### config.mk
export PLATFORM = sky130hd
export DESIGN_NAME = regfile_dump_reader
export DESIGN_NICKNAME = d
export VERILOG_FILES = /design/src/rtl/riscv_pkg.sv /design/src/rtl/regfile_dump_reader.sv
export SDC_FILE = /design/constraint.sdc
export NUM_CORES = 1
export LEC_CHECK = 0
export BUFFER_PORTS_ARGS = -buffer_cell sky130_fd_sc_hd__buf_2
export CAP_MARGIN = 20
export CORE_MARGIN = 4
export CORE_UTILIZATION = 35
export DETAILED_ROUTE_END_ITERATION = 16
export GPL_TIMING_DRIVEN = 0
export MAX_ROUTING_LAYER = met4
export PLACE_DENSITY = 0.61
export SLEW_MARGIN = 20
export SYNTH_ARGS = -nofsm -noshare
export SYNTH_HDL_FRONTEND = slang
export SYNTH_SLANG_ARGS = --single-unit
### constraint.sdc
create_clock -name clk -period 1.8 [get_ports clk]
set_clock_uncertainty 0.05 [all_clocks]
set_input_delay 0.09 -clock clk [delete_from_list [all_inputs] [get_ports clk]]
set_output_delay 0.09 -clock clk [all_outputs]
set_load 0.05 [all_outputs]
### src/rtl/riscv_pkg.sv
// Shared RV32I constants and the dump engine state encoding, reused by the trace link decoder.
// Latency: n/a (types and constants only). Backpressure: n/a.
// Reset: n/a.
package riscv_pkg;

    localparam int XLEN       = 32;
    localparam int REG_ADDR_W = 5;
    localparam int NUM_REGS   = 32;

    typedef enum logic [1:0] {
        IDLE  = 2'd0,
        FETCH = 2'd1,
        SEND  = 2'd2,
        DONE  = 2'd3
    } dump_state_t;

    function automatic logic is_active(input dump_state_t st);
        return (st == FETCH) || (st == SEND);
    endfunction

endpackage

### src/rtl/regfile_dump_reader.sv
// Streams {addr, data} beats of every architectural register, read through an async rf port.
// Latency: start -> first beat valid in 2 cycles; 2 cycles per beat when the sink never stalls.
// Backpressure: a beat is held stable in SEND until out_ready; abort/rst are the only ways to drop it.
module regfile_dump_reader
    import riscv_pkg::*;
#(
    parameter int NUM_REGS = 32,
    parameter int ADDR_W   = 5,
    parameter int DATA_W   = 32,
    parameter bit SKIP_X0  = 1'b0
) (
    input  logic              clk,
    input  logic              rst,
    input  logic              start,
    input  logic              abort,
    output logic              busy,
    output logic              done,
    output logic [ADDR_W-1:0] rd_addr,
    input  logic [DATA_W-1:0] rd_data,
    output logic              out_valid,
    input  logic              out_ready,
    output logic [ADDR_W-1:0] out_addr,
    output logic [DATA_W-1:0] out_data,
    output logic              out_last
);

    localparam logic [ADDR_W-1:0] FIRST_IDX = SKIP_X0 ? ADDR_W'(1) : ADDR_W'(0);
    localparam logic [ADDR_W-1:0] LAST_IDX  = ADDR_W'(NUM_REGS - 1);

    dump_state_t       state_q, state_d;
    logic [ADDR_W-1:0] idx_q, idx_d;
    logic [ADDR_W-1:0] beat_addr_q;
    logic [DATA_W-1:0] beat_data_q;
    logic              beat_last_q;
    logic              beat_load;

    always_comb begin
        state_d   = state_q;
        idx_d     = idx_q;
        beat_load = 1'b0;
        case (state_q)
            IDLE: begin
                // start wins over a simultaneous abort
                if (start) begin
                    idx_d   = FIRST_IDX;
                    state_d = FETCH;
                end
            end
            FETCH: begin
                if (abort) begin
                    state_d = IDLE;
                end else begin
                    beat_load = 1'b1;
                    state_d   = SEND;
                end
            end
            SEND: begin
                if (abort) begin
                    state_d = IDLE;
                end else if (out_ready) begin
                    if (beat_last_q) begin
                        state_d = DONE;
                    end else begin
                        idx_d   = idx_q + ADDR_W'(1);
                        state_d = FETCH;
                    end
                end
            end
            DONE: begin
                state_d = IDLE;
            end
            default: begin
                state_d = IDLE;
            end
        endcase
    end

    always_ff @(posedge clk) begin
        if (rst) begin
            state_q     <= IDLE;
            idx_q       <= '0;
            beat_addr_q <= '0;
            beat_data_q <= '0;
            beat_last_q <= 1'b0;
        end else begin
            state_q <= state_d;
            idx_q   <= idx_d;
            // the register is sampled in its FETCH cycle, so earlier core writes are visible
            if (beat_load) begin
                beat_addr_q <= idx_q;
                beat_data_q <= rd_data;
                beat_last_q <= (idx_q == LAST_IDX);
            end
        end
    end

    assign rd_addr   = idx_q;
    assign busy      = is_active(state_q);
    assign done      = (state_q == DONE);
    assign out_valid = (state_q == SEND);
    assign out_addr  = beat_addr_q;
    assign out_data  = beat_data_q;
    assign out_last  = beat_last_q;

endmodule

==> results.txt, run 1 <==
- Outcome: completed
- The number of antenna violations at the first check in global routing came to 0.
- Detailed-routed wire length on met3: 304 um
- Launch instance of the worst register-to-register path: state_q[0]$_SDFFE_PP0P_
- NumNets Final: 383
* Worst hold start: out_ready
- DRT iter0 DRCs: 70
* Width of the chip: 79.4 um
* TritonCTS clock tree: yes
- Total CTS buffers: 5
- Final wirelength: 4740 um
- In the routed layout, each cell is associated on average with a via count of 4.56.
- Pin count of the biggest net entering global routing: 15
* Max Used Layer: met4
* Arrival time reported for the critical path endpoint: 1.83 ns
- Before antenna repair, the detailed router went through 4 iterations.
- After filler insertion, the fill cell instance count of the layout stands at 469.
- Clock-pin slew was measured on the worst setup and hold paths at 0.09 ns.
- Along the worst path, the maximum fanout reaches 8.
* Number of nets in the synthesized netlist: 263
* Sum of met2 wire segment lengths after detailed routing: 2380 um
- In this run the static leakage power is 0.00124 uW.
* Sequential share of the synthesized area: 0.505
- For this run, the total global-route usage over all layers was measured as 0.162.
- Class of the tightest hold or removal check: in -> reg
* Total power density per cell area: 880 nW/um^2
* Number of I/O pins: 83
- Row count: 25
* Average footprint of a synthesized cell: 8.14 um^2
- Max-cap violations: 0
- Post-synth EDFFs: 0
- For this block, the via count after detailed routing is 1,856.
* Max Transition Viols Final: 0
- The most used flip-flop cell after synthesis is sky130_fd_sc_hd__dfxtp_1.
- The number of global-route vias before repair is 1,763.
- Port buffering added 81 buffers.
- After clock tree synthesis, the setup repair step added 0 buffers.
- The worst setup path is launched from a register.
* Die Outline Area: 6300 um^2
* Proportion of netlist area held by the largest area contributor: 0.505
- Number of stages on the worst hold path: 4
* Most area-consuming cells after synthesis: sky130_fd_sc_hd__dfxtp_1, sky130_fd_sc_hd__nand2_1, sky130_fd_sc_hd__a21oi_1
- Measured in cells, the most critical reg-to-reg path has a length of 6.
* Number of remaining DRC errors: 0
- The worst setup path is captured at a register.
- Max-Slew Margin vs Limit: 0.665
- Area growth from synthesis to final layout: 54.0%
- In this run the cell area of the synthesized design comes to 1780 um^2.
- Routed wire per std cell: 11.6 um
- For this run, the number of Yosys warnings is 0.
- Global route overflow: 0
* Setup slack, reg-to-reg: 0.12 ns
- Most frequently used cell type in the post-synthesis netlist: sky130_fd_sc_hd__nand2_1
- Total power after layout: 2420 uW
- The region available for standard cell placement spans 4820 um^2.
* Max rail drop VDD: 0.388 mV
- Once placement finished, the instance area stood at 2270 um^2.
- In this run the critical register-to-register path is captured at rd_addr[2]$_SDFFE_PP0P_.
- Seq. cell area: 903 um^2
- Worst Hold End: state_q[1]$_SDFFE_PP0P_
- After synthesis the netlist holds a flip-flop and latch count of 45.
- Fraction of synthesis flops using an asynchronous set or reset pin: 0
* First-pass GRT wire length: 7920 um
* Least-Margin Pin Slew: 0.502 ns
- Static timing analysis puts the maximum clock frequency at 595 MHz.
- Total half-perimeter wirelength after legalization and detailed placement: 3180 um
* Fin Hold WS: 0.166 ns
- Post-route met1 wirelength: 2000 um
- Setup repair after global routing missed its margin: false
* Number of distinct library cells after synthesis: 26
* Gp weighted congestion: 0.786
* Gate count after technology mapping: 219
- Cell taking the most area after synthesis: sky130_fd_sc_hd__dfxtp_1
- Leaving out filler cells and counting taps, the final layout contains 407.
* Clk_lat worst skew: 0.30 ns
* Top post-synthesis cells by count: sky130_fd_sc_hd__nand2_1, sky130_fd_sc_hd__dfxtp_1, sky130_fd_sc_hd__a21oi_1
* Area of combinational cells with multiple inputs: 830 um^2
- Crit path from: state_q[0]$_SDFFE_PP0P_
- The number of antenna diodes in the final layout is 0.
* Final design instance area without fill: 2750 um^2
* Setup_tns: 0 ns
- At the worst endpoint, the required time is 1.95 ns.
* Clock buffer depth: 2
* H-tree lvl count: 2
* Finish-stage setup viols: 0
- In this run the clock root is driven by a sky130_fd_sc_hd__clkbuf_8.
- Overall die height: 79.4 um
- Clock Sinks: 45
- Initial core utilization: 0.370
- In this run the remaining antenna-violating nets after routing total 0.
- The hold violation total from the final report came to 0.
- Fraction of final layout cells with drive strength greater than 1: 0.297
- Worst setup path category: reg -> reg
* Placed Cells incl. Taps: 367
* Final period utilization: 0.933
* Tmin final: 1.68 ns
per-stage QoR:
stage,worst slack (ns),util
floorplan,0.0256,-
CTS,0.0487,0.566
global placement,0.0758,0.472
detailed placement,0.0534,0.472
finish,0.120,0.570
global route,0.00196,0.570
cell usage in the layout (no fill, tap or decap), types with 4 or more instances in the layout:
cell,count
sky130_fd_sc_hd__nand2_1,77
sky130_fd_sc_hd__clkbuf_8,5
sky130_fd_sc_hd__dfxtp_1,43
sky130_fd_sc_hd__dlygate4sd3_1,32
sky130_fd_sc_hd__nor2_1,4
sky130_fd_sc_hd__ha_1,5
sky130_fd_sc_hd__a21oi_1,43
sky130_fd_sc_hd__nand2b_1,7
sky130_fd_sc_hd__clkbuf_1,6
sky130_fd_sc_hd__buf_2,86
kinds of logic (layout without fill, tap and decap cells):
logic type | Yosys count | in the layout | synth area share
compound gates | 52 | 52 | 0.169
flops | 45 | 45 | 0.505
buf+inv | 16 | 137 | 0.0379
simple gates | 99 | 99 | 0.239
fa+ha+maj | 7 | 7 | 0.0491
sequential cells by signal (all words and copies together), names as in the netlist:
signal	count
out_data	32
out_addr	5
rd_addr	5
state_q	2
out_last	1
power by group:
group | total (uW) | switching [uW] | leakage [uW] | internal, uW
Clock | 889 | 337 | 0.0000681 | 551
Combinational | 471 | 300 | 0.000803 | 171
Sequential | 1060 | 19.9 | 0.000366 | 1040
Total | 2420 | 657 | 0.00124 | 1760
routing by layer:
metal / up-vias / global-route usage
met3: 5 / 0.0451
met5: - / -
li1: 957 / -
met4: 0 / 0.0515
met2: 56 / 0.285
met1: 838 / 0.177
area by class of cell:
class,instances,area share
plain buffers,13,0.0214
flip-flops and latches,45,0.329
inverters,3,0.00410
clock inverters,3,0.0237
well taps,67,0.0305
multi-input cells,158,0.302
clock buffers,5,0.0251
repair buffers,113,0.264
how the worst max path moves through the flow:
stage          depth (start not counted)                        to
2_1_floorplan                          6   rd_addr[2]$_SDFFE_PP0P_
3_3_place_gp                           6   rd_addr[2]$_SDFFE_PP0P_
6_report                               6   rd_addr[2]$_SDFFE_PP0P_
5_1_grt                                7  out_data[7]$_SDFFE_PP0P_
3_5_place_dp                           6   rd_addr[2]$_SDFFE_PP0P_
4_1_cts                                6   rd_addr[2]$_SDFFE_PP0P_
timing repair:
| action | CTS | global route |
|---|---|---|
| endpoints found under the setup margin | 0 | 12 |
| hold endpoints to repair | 32 | 0 |
| hold buffers | 32 | 0 |
| gates resized for setup | 0 | 5 |
critical path, cell delays in order, from the launching register on:
cell and delay, ns:
sky130_fd_sc_hd__dfxtp_2 0.34, sky130_fd_sc_hd__inv_1 0.15, sky130_fd_sc_hd__ha_4 0.20, sky130_fd_sc_hd__nand2b_1 0.11
sky130_fd_sc_hd__a221oi_4 0.43, sky130_fd_sc_hd__a21oi_1 0.11, sky130_fd_sc_hd__a31o_1 0.19
Note: power is estimated with default switching activity, not from simulation.
==> run 2: changes to the inputs <==
==> constraint.sdc (replaced) <==
create_clock -name clk -period 1.7 [get_ports clk]
set_clock_uncertainty 0.05 [all_clocks]
set_input_delay 0.085 -clock clk [delete_from_list [all_inputs] [get_ports clk]]
set_output_delay 0.085 -clock clk [all_outputs]
set_load 0.05 [all_outputs]
==> results.txt, run 2 (same netlist as run 1, synthesis figures left out) <==
* CP required: 1.84 ns (-0.11 ns)
- The count of buffers inserted at the top-level ports was 81 (unchanged).
- Setup_tns: 0 ns (unchanged)
- The top-level I/O count is 83 (unchanged).
* Final wirelength: 4860 um (+2.4%)
- The number of global-route vias before repair was 1,740 (-1.3%).
* Number of remaining DRC errors: 0 (unchanged)
- Endpoint of the most critical register-to-register path: rd_addr[2]$_SDFFE_PP0P_
- From synthesis to final layout, the design area changed by 54.4%.
- Top library cells by usage in the layout, fill and taps aside: sky130_fd_sc_hd__buf_2, sky130_fd_sc_hd__nand2_1, sky130_fd_sc_hd__a21oi_1, sky130_fd_sc_hd__dfxtp_1, sky130_fd_sc_hd__dlygate4sd3_1
* Clock buffer depth: 2 (unchanged)
- Highest clock rate: 617 MHz (+3.7%)
- NumNets Final: 385 (+0.52%)
- Antenna Diode Count: 0 (unchanged)
- Width of the chip: 79.4 um (unchanged)
- Crit end category: register
- Core Area: 4820 um^2 (unchanged)
- The count of max-cap constraint violations came to 0 (unchanged).
- The critical path is of the reg -> reg type.
* Routed wire per std cell: 11.9 um (+1.9%)
- TritonCTS clock tree: yes
- The initial core utilization is 0.370 (unchanged).
* Clock transition at path regs: 0.08 ns (about the same)
- Max Transition Viols Final: 0 (unchanged)
- Tmin final: 1.62 ns (-0.0594 ns)
- The leakage power of the design came to 0.00124 uW (about the same).
- The flow ran to the end, and the final reports show no timing, DRC or antenna violations.
- R2r worst-path depth: 6 (unchanged)
- Number of antenna violations at the first check in global routing: 0 (unchanged)
* Class of the tightest hold or removal check: in -> reg
* Fraction of final layout cells with drive strength greater than 1: 0.310 (+0.0129)
- Aggregate global-route resource usage: 0.163 (+0.000940)
- Post-detailed-route via-to-cell ratio: 4.44 (-2.5%)
- Filler Cells Inserted: 487 (+3.8%)
* Number of nets with antenna violations after detailed routing: 0 (unchanged)
* Clock Sinks: 45 (unchanged)
* Pin count of the biggest net entering global routing: 14 (-1)
- The worst register-to-register path begins at state_q[1]$_SDFFE_PP0P_.
* Setup slack, reg-to-reg: 0.08 ns (-0.04 ns)
- The number of search-and-repair iterations in the first detailed-routing pass came to 4 (unchanged).
- Gp weighted congestion: 0.747 (-4.9%)
* Die Outline Area: 6300 um^2 (unchanged)
- The final setup violation count came to 0 (unchanged).
* Final period utilization: 0.953 (+0.0199)
- Final Hold Viols: 0 (unchanged)
- The worst slew slack as a fraction of its limit was 0.689 (+0.0235).
* Most common cell after layout, fill and taps aside: sky130_fd_sc_hd__buf_2
- The global-route wire length before repair is 7910 um (-0.18%).
* Final design instance area without fill: 2750 um^2 (+0.23%)
* Row count: 25 (unchanged)
* Post-placement cell area: 2280 um^2 (+0.44%)
- The residual overflow from global routing came to 0 (unchanged).
- The transition at the pin with the smallest max-transition slack is 0.467 ns (-0.0353 ns).
- DRT iter0 DRCs: 59 (-16%)
- Max rail drop VDD: 0.509 mV (+31%)
- The die outline height came to 79.4 um (unchanged).
- The total power per unit cell area came to 852 nW/um^2 (-3.2%).
- The number of buffers created by CTS is 5 (unchanged).
* Total power after layout: 2340 uW (-3.0%)
- The clock insertion delay at the later pin of the skew report came to 0.29 ns (about the same).
- For hold timing, the worst endpoint is state_q[1]$_SDFFE_PP0P_.
* Cell at the root of the clock tree: sky130_fd_sc_hd__clkbuf_8
- The maximum fanout encountered on the critical timing path was 8 (unchanged).
* Worst Setup Start Kind: register
* Final standard cell utilization of the core: 0.571 (+0.00130)
* Number of stages on the worst hold path: 4 (unchanged)
* Largest register FFs: 32 (unchanged)
- The total via count after detailed routing came to 1,818 (-2.0%).
* Arrival time reported for the critical path endpoint: 1.76 ns (-0.07 ns)
* Total half-perimeter wirelength after legalization and detailed placement: 3180 um (about the same)
- H-tree lvl count: 2 (unchanged)
- The startpoint identified for the worst hold timing path is out_ready.
-- run 2: changes by cell type in the layout (fill, tap and decap cells not counted), sizes merged --
cell | before | now
buf | 87 | 86
bufinv | 2 | 0
clkbuf | 12 | 17
-- run 2: layout make-up --
| class | instances | area (um^2) | area share |
|---|---|---|---|
| Clock inverter | 1 | 5.00 | 0.00182 |
| Tap cell | 67 | 83.8 | 0.0305 |
| Multi-Input combinational cell | 158 | 841 | 0.305 |
| Inverter | 3 | 13.8 | 0.00500 |
| Clock buffer | 7 | 96.3 | 0.0350 |
| Timing Repair Buffer | 115 | 741 | 0.269 |
| Buffer | 13 | 66.3 | 0.0241 |
| Sequential cell | 45 | 906 | 0.329 |
-- run 2: worst max-delay path by stage --
stage                                  startpoint                        end  cells after the start
final                     state_q[1]$_SDFFE_PP0P_    rd_addr[2]$_SDFFE_PP0P_                      6
after global routing      state_q[1]$_SDFFE_PP0P_  out_data[28]$_SDFFE_PP0P_                      6
after CTS                 state_q[0]$_SDFFE_PP0P_    rd_addr[2]$_SDFFE_PP0P_                      6
after detailed placement  state_q[1]$_SDFFE_PP0P_    rd_addr[2]$_SDFFE_PP0P_                      6
after global placement    state_q[1]$_SDFFE_PP0P_    rd_addr[2]$_SDFFE_PP0P_                      6
after floorplan           state_q[0]$_SDFFE_PP0P_    rd_addr[2]$_SDFFE_PP0P_                      6
-- run 2: worst max-delay path, stage by stage (launching register included) --
cell and delay (ns):
sky130_fd_sc_hd__dfxtp_4 0.39, sky130_fd_sc_hd__inv_2 0.06, sky130_fd_sc_hd__ha_4 0.17, sky130_fd_sc_hd__and2b_2 0.23
sky130_fd_sc_hd__a221oi_4 0.32, sky130_fd_sc_hd__a21oi_1 0.12, sky130_fd_sc_hd__a31o_1 0.19
-- run 2: per-layer routing --
metal  share of wire  GRT usage  routed length, um  vias to the layer above
met3           0.058     0.0530                281                        2
met4          0.0035     0.0309                 17                        0
met5               0          -                  0                        -
met1            0.45      0.192               2160                      799
met2            0.49      0.275               2400                       55
li1                -          -                  -                      962
-- run 2: metrics by stage --
step,setup slack [ns],hold slack (ns),instances
floorplan,0.0493,0.171,219
global route,-0.00746,0.181,409
finish,0.0798,0.163,409
CTS,0.00713,0.144,407
global placement,-0.0875,0.275,367
detailed placement,-0.0899,0.281,367
-- run 2: report_power, final --
| group | internal, uW | leakage (uW) | switching (uW) |
|---|---|---|---|
| sequential | 1100 | 0.000366 | 22.4 |
| clock | 367 | 0.0000542 | 343 |
| combinational | 192 | 0.000817 | 324 |
-- run 2: timing repair --
item | CTS | global route
gates resized for setup | 3 | 10
buffers inserted | 0 | 2
pin swaps | 0 | 3
hold buffers | 32 | 0
endpoints found under the hold margin | 32 | 0
setup endpoints to repair | 5 | 25
==> run 3: changes to the inputs <==
--- a/config.mk
+++ b/config.mk
@@ -8,11 +8,10 @@
 export BUFFER_PORTS_ARGS = -buffer_cell sky130_fd_sc_hd__buf_2
 export CAP_MARGIN = 20
 export CORE_MARGIN = 4
-export CORE_UTILIZATION = 35
+export CORE_UTILIZATION = 43
 export DETAILED_ROUTE_END_ITERATION = 16
-export GPL_TIMING_DRIVEN = 0
 export MAX_ROUTING_LAYER = met4
-export PLACE_DENSITY = 0.61
+export PLACE_DENSITY = 0.73
 export SLEW_MARGIN = 20
 export SYNTH_ARGS = -nofsm -noshare
 export SYNTH_HDL_FRONTEND = slang
==> constraint.sdc (replaced) <==
create_clock -name clk -period 1.55 [get_ports clk]
set_clock_uncertainty 0.05 [all_clocks]
set_input_delay 0.0775 -clock clk [delete_from_list [all_inputs] [get_ports clk]]
set_output_delay 0.0775 -clock clk [all_outputs]
set_load 0.05 [all_outputs]
==> results.txt, run 3 (same netlist as run 1, synthesis figures left out) <==
- The flow ran to the end, but the final reports show violations.
- Violated checks: setup timing
* Crit end category: register
- Number of nets with antenna violations after detailed routing: 0 (unchanged)
- Cell at the root of the clock tree: sky130_fd_sc_hd__clkbuf_8
* Highest clock rate: 636 MHz (+3.0%)
- Final Hold Viols: 0 (unchanged)
- Number of antenna violations at the first check in global routing: 0 (unchanged)
- The tightest hold margin was 0.172 ns (+0.00930 ns).
* Number of buffers and inverters on the critical path: 2 (+1)
* Number of buffers added on ports: 82 (+1.2%)
- Final instance count without filler cells: 394 (-3.7%)
- H-tree lvl count: 2 (unchanged)
- The die outline height came to 72.4 um (-8.8%).
- Relative to the synthesized area, the layout overhead comes to 59.6%.
- Core Area: 4000 um^2 (-17%)
* Largest fanout on the critical path: 4 (-4)
* Levels on crit path: 7 (+1)
- The worst hold path depth came to 3 (-1).
* Worst Setup Start Kind: register
- The arrival time at the worst endpoint came to 1.68 ns (-0.08 ns).
* Clk_lat worst skew: 0.29 ns (about the same)
- The share of post-route cells with drive strength above 1 is 0.360 (+0.0505).
- Ordered cell list for the critical path: inv_4 -> ha_4 -> and2b_2 -> a221oi_4 -> buf_6 -> nand2b_1 -> a21oi_1
- Max Transition Viols Final: 0 (unchanged)
- The count of max-cap constraint violations was 0 (unchanged).
- The number of search-and-repair iterations in the first detailed-routing pass came to 7 (+3).
- Global route overflow: 0 (unchanged)
- Post-placement cell area: 2350 um^2 (+2.7%)
* Class of the tightest hold or removal check: in -> reg
* Most common cell after layout, fill and taps aside: sky130_fd_sc_hd__buf_2
* Cell with the largest stage delay on the worst path: sky130_fd_sc_hd__dfxtp_4
* DRT iter0 DRCs: 75 (+27%)
* Die Outline Area: 5240 um^2 (-17%)
- The number of buffers on the longest clock path came to 2 (unchanged).
- Clock transition at path regs: 0.08 ns (about the same)
- The final design area excluding fillers is 2850 um^2 (+3.4%).
- The leakage power of the design came to 0.00130 uW (+5.3%).
- TritonCTS built the clock tree.
- The top-level I/O count was 83 (unchanged).
* Initial core utilization: 0.446 (+0.0756)
- Width of the chip: 72.4 um (-8.8%)
* Setup repair after global routing missed its margin: true
* Filler Cells Inserted: 307 (-37%)
* Max rail drop VDD: 0.679 mV (+33%)
- CP delay by family, top: flip-flops
* Total half-perimeter wirelength after legalization and detailed placement: 3190 um (+0.26%)
- Routed wire per std cell: 13.3 um (+12%)
- Placed Cells incl. Taps: 350 (-4.6%)
- The number of clock sinks is 45 (unchanged).
- The number of buffers created by CTS is 5 (unchanged).
- Least-Margin Pin Slew: 0.471 ns (+0.00426 ns)
- Aggregate global-route resource usage: 0.207 (+0.0436)
- Tmin final: 1.57 ns (-0.0469 ns)
* Total power density per cell area: 897 nW/um^2 (+5.3%)
- The total via count after detailed routing was 1,914 (+5.3%).
- Largest register FFs: 32 (unchanged)
- Worst setup path category: reg -> reg
- Final wirelength: 5250 um (+8.0%)
- The final routed DRC violation total is 0 (unchanged).
- The number of global-route vias before repair came to 1,877 (+7.9%).
- The portion of the clock cycle consumed by the worst path in the final layout came to 1.02 (+0.0620).
* Post-detailed-route via-to-cell ratio: 4.86 (+9.3%)
- NumNets Final: 387 (+0.52%)
- The number of antenna repair diodes came to 0 (unchanged).
- In the layout the commonest cells are sky130_fd_sc_hd__buf_2, sky130_fd_sc_hd__nand2_1, sky130_fd_sc_hd__a21oi_1, sky130_fd_sc_hd__dfxtp_1, sky130_fd_sc_hd__dlygate4sd3_1.
* R2r worst-path depth: 7 (+1)
- The final worst-path setup slack came to -0.0233 ns (-0.103 ns).
* Pin count of the biggest net entering global routing: 26 (+12)
* CP required: 1.66 ns (-0.18 ns)
* Max-Slew Margin vs Limit: 0.686 (-0.00284)
* Row count: 23 (-8.0%)
- The global-route wire length before repair came to 8350 um (+5.6%).
* Gp weighted congestion: 0.818 (+9.4%)
- Largest stage delay, worst path: 0.38 ns (about the same)
- Finish-stage setup viols: 4 (+4)
==> run 3: cell types whose count changed in the layout (fill, tap and decap cells not counted), sizes merged <==
| cell | delta |
|---|---|
| clkinvlp | +1 |
| buf | +11 |
| clkinv | +1 |
| clkbuf | -11 |
==> run 3: timing repair <==
| action | 4_1_cts | 5_1_grt |
|---|---|---|
| gates resized for setup | 9 | 7 |
| buffers inserted | 2 | 1 |
| hold endpoints to repair | 32 | 0 |
| pin swaps | 2 | 3 |
| endpoints found under the setup margin | 5 | 28 |
| hold buffers | 32 | 0 |
| cloned | 0 | 1 |
==> run 3: cell type report <==
class | instances | area (um^2) | area share
Clock inverter | 3 | 17.5 | 0.00616
Multi-Input combinational cell | 158 | 881 | 0.310
Sequential cell | 45 | 908 | 0.319
Tap cell | 50 | 62.6 | 0.0220
Clock buffer | 5 | 68.8 | 0.0242
Timing Repair Buffer | 130 | 891 | 0.313
Inverter | 3 | 16.3 | 0.00572
==> run 3: power breakdown <==
| group | switching [uW] | total (uW) | internal [uW] | leakage [uW] |
|---|---|---|---|---|
| Combinational | 374 | 632 | 258 | 0.000892 |
| Clock | 380 | 692 | 311 | 0.0000439 |
| Sequential | 25.8 | 1230 | 1200 | 0.000367 |
| Total | 780 | 2550 | 1770 | 0.00130 |
==> run 3: worst register-to-register path, cell delays in order, from the launching register on <==
cell	delay [ns]
sky130_fd_sc_hd__dfxtp_4	0.38
sky130_fd_sc_hd__inv_4	0.04
sky130_fd_sc_hd__ha_4	0.16
sky130_fd_sc_hd__and2b_2	0.22
sky130_fd_sc_hd__a221oi_4	0.27
sky130_fd_sc_hd__buf_6	0.16
sky130_fd_sc_hd__nand2b_1	0.09
sky130_fd_sc_hd__a21oi_1	0.06
==> run 3: stage by stage <==
| stage | worst slack, ns | utilization | TNS (ns) | power, uW |
|---|---|---|---|---|
| 2_1_floorplan | -0.00992 | - | -0.00992 | 1610 |
| 3_3_place_gp | -0.0256 | 0.586 | -0.0256 | 1760 |
| 3_5_place_dp | -0.102 | 0.586 | -0.234 | 1770 |
| 4_1_cts | -0.0307 | 0.701 | -0.0623 | 2550 |
| 5_1_grt | -0.0868 | 0.711 | -0.431 | 2680 |
| 6_report | -0.0233 | 0.711 | -0.0607 | 2550 |
==> run 3: final timing paths <==
kind                                           startpoint  slack (ns)                         to
worst min-delay path                                abort        0.17    state_q[0]$_SDFFE_PP0P_
worst max-delay path              state_q[1]$_SDFFE_PP0P_       -0.02    rd_addr[0]$_SDFFE_PP0P_
worst min register to register  out_data[30]$_SDFFE_PP0P_        0.40  out_data[30]$_SDFFE_PP0P_
worst max register to register    state_q[1]$_SDFFE_PP0P_       -0.02    rd_addr[0]$_SDFFE_PP0P_
==> run 3: metal layers <==
layer	wire length (um)	GRT usage
met5	0	-
met4	149	0.0881
met3	262	0.0402
met2	2730	0.364
met1	2110	0.226
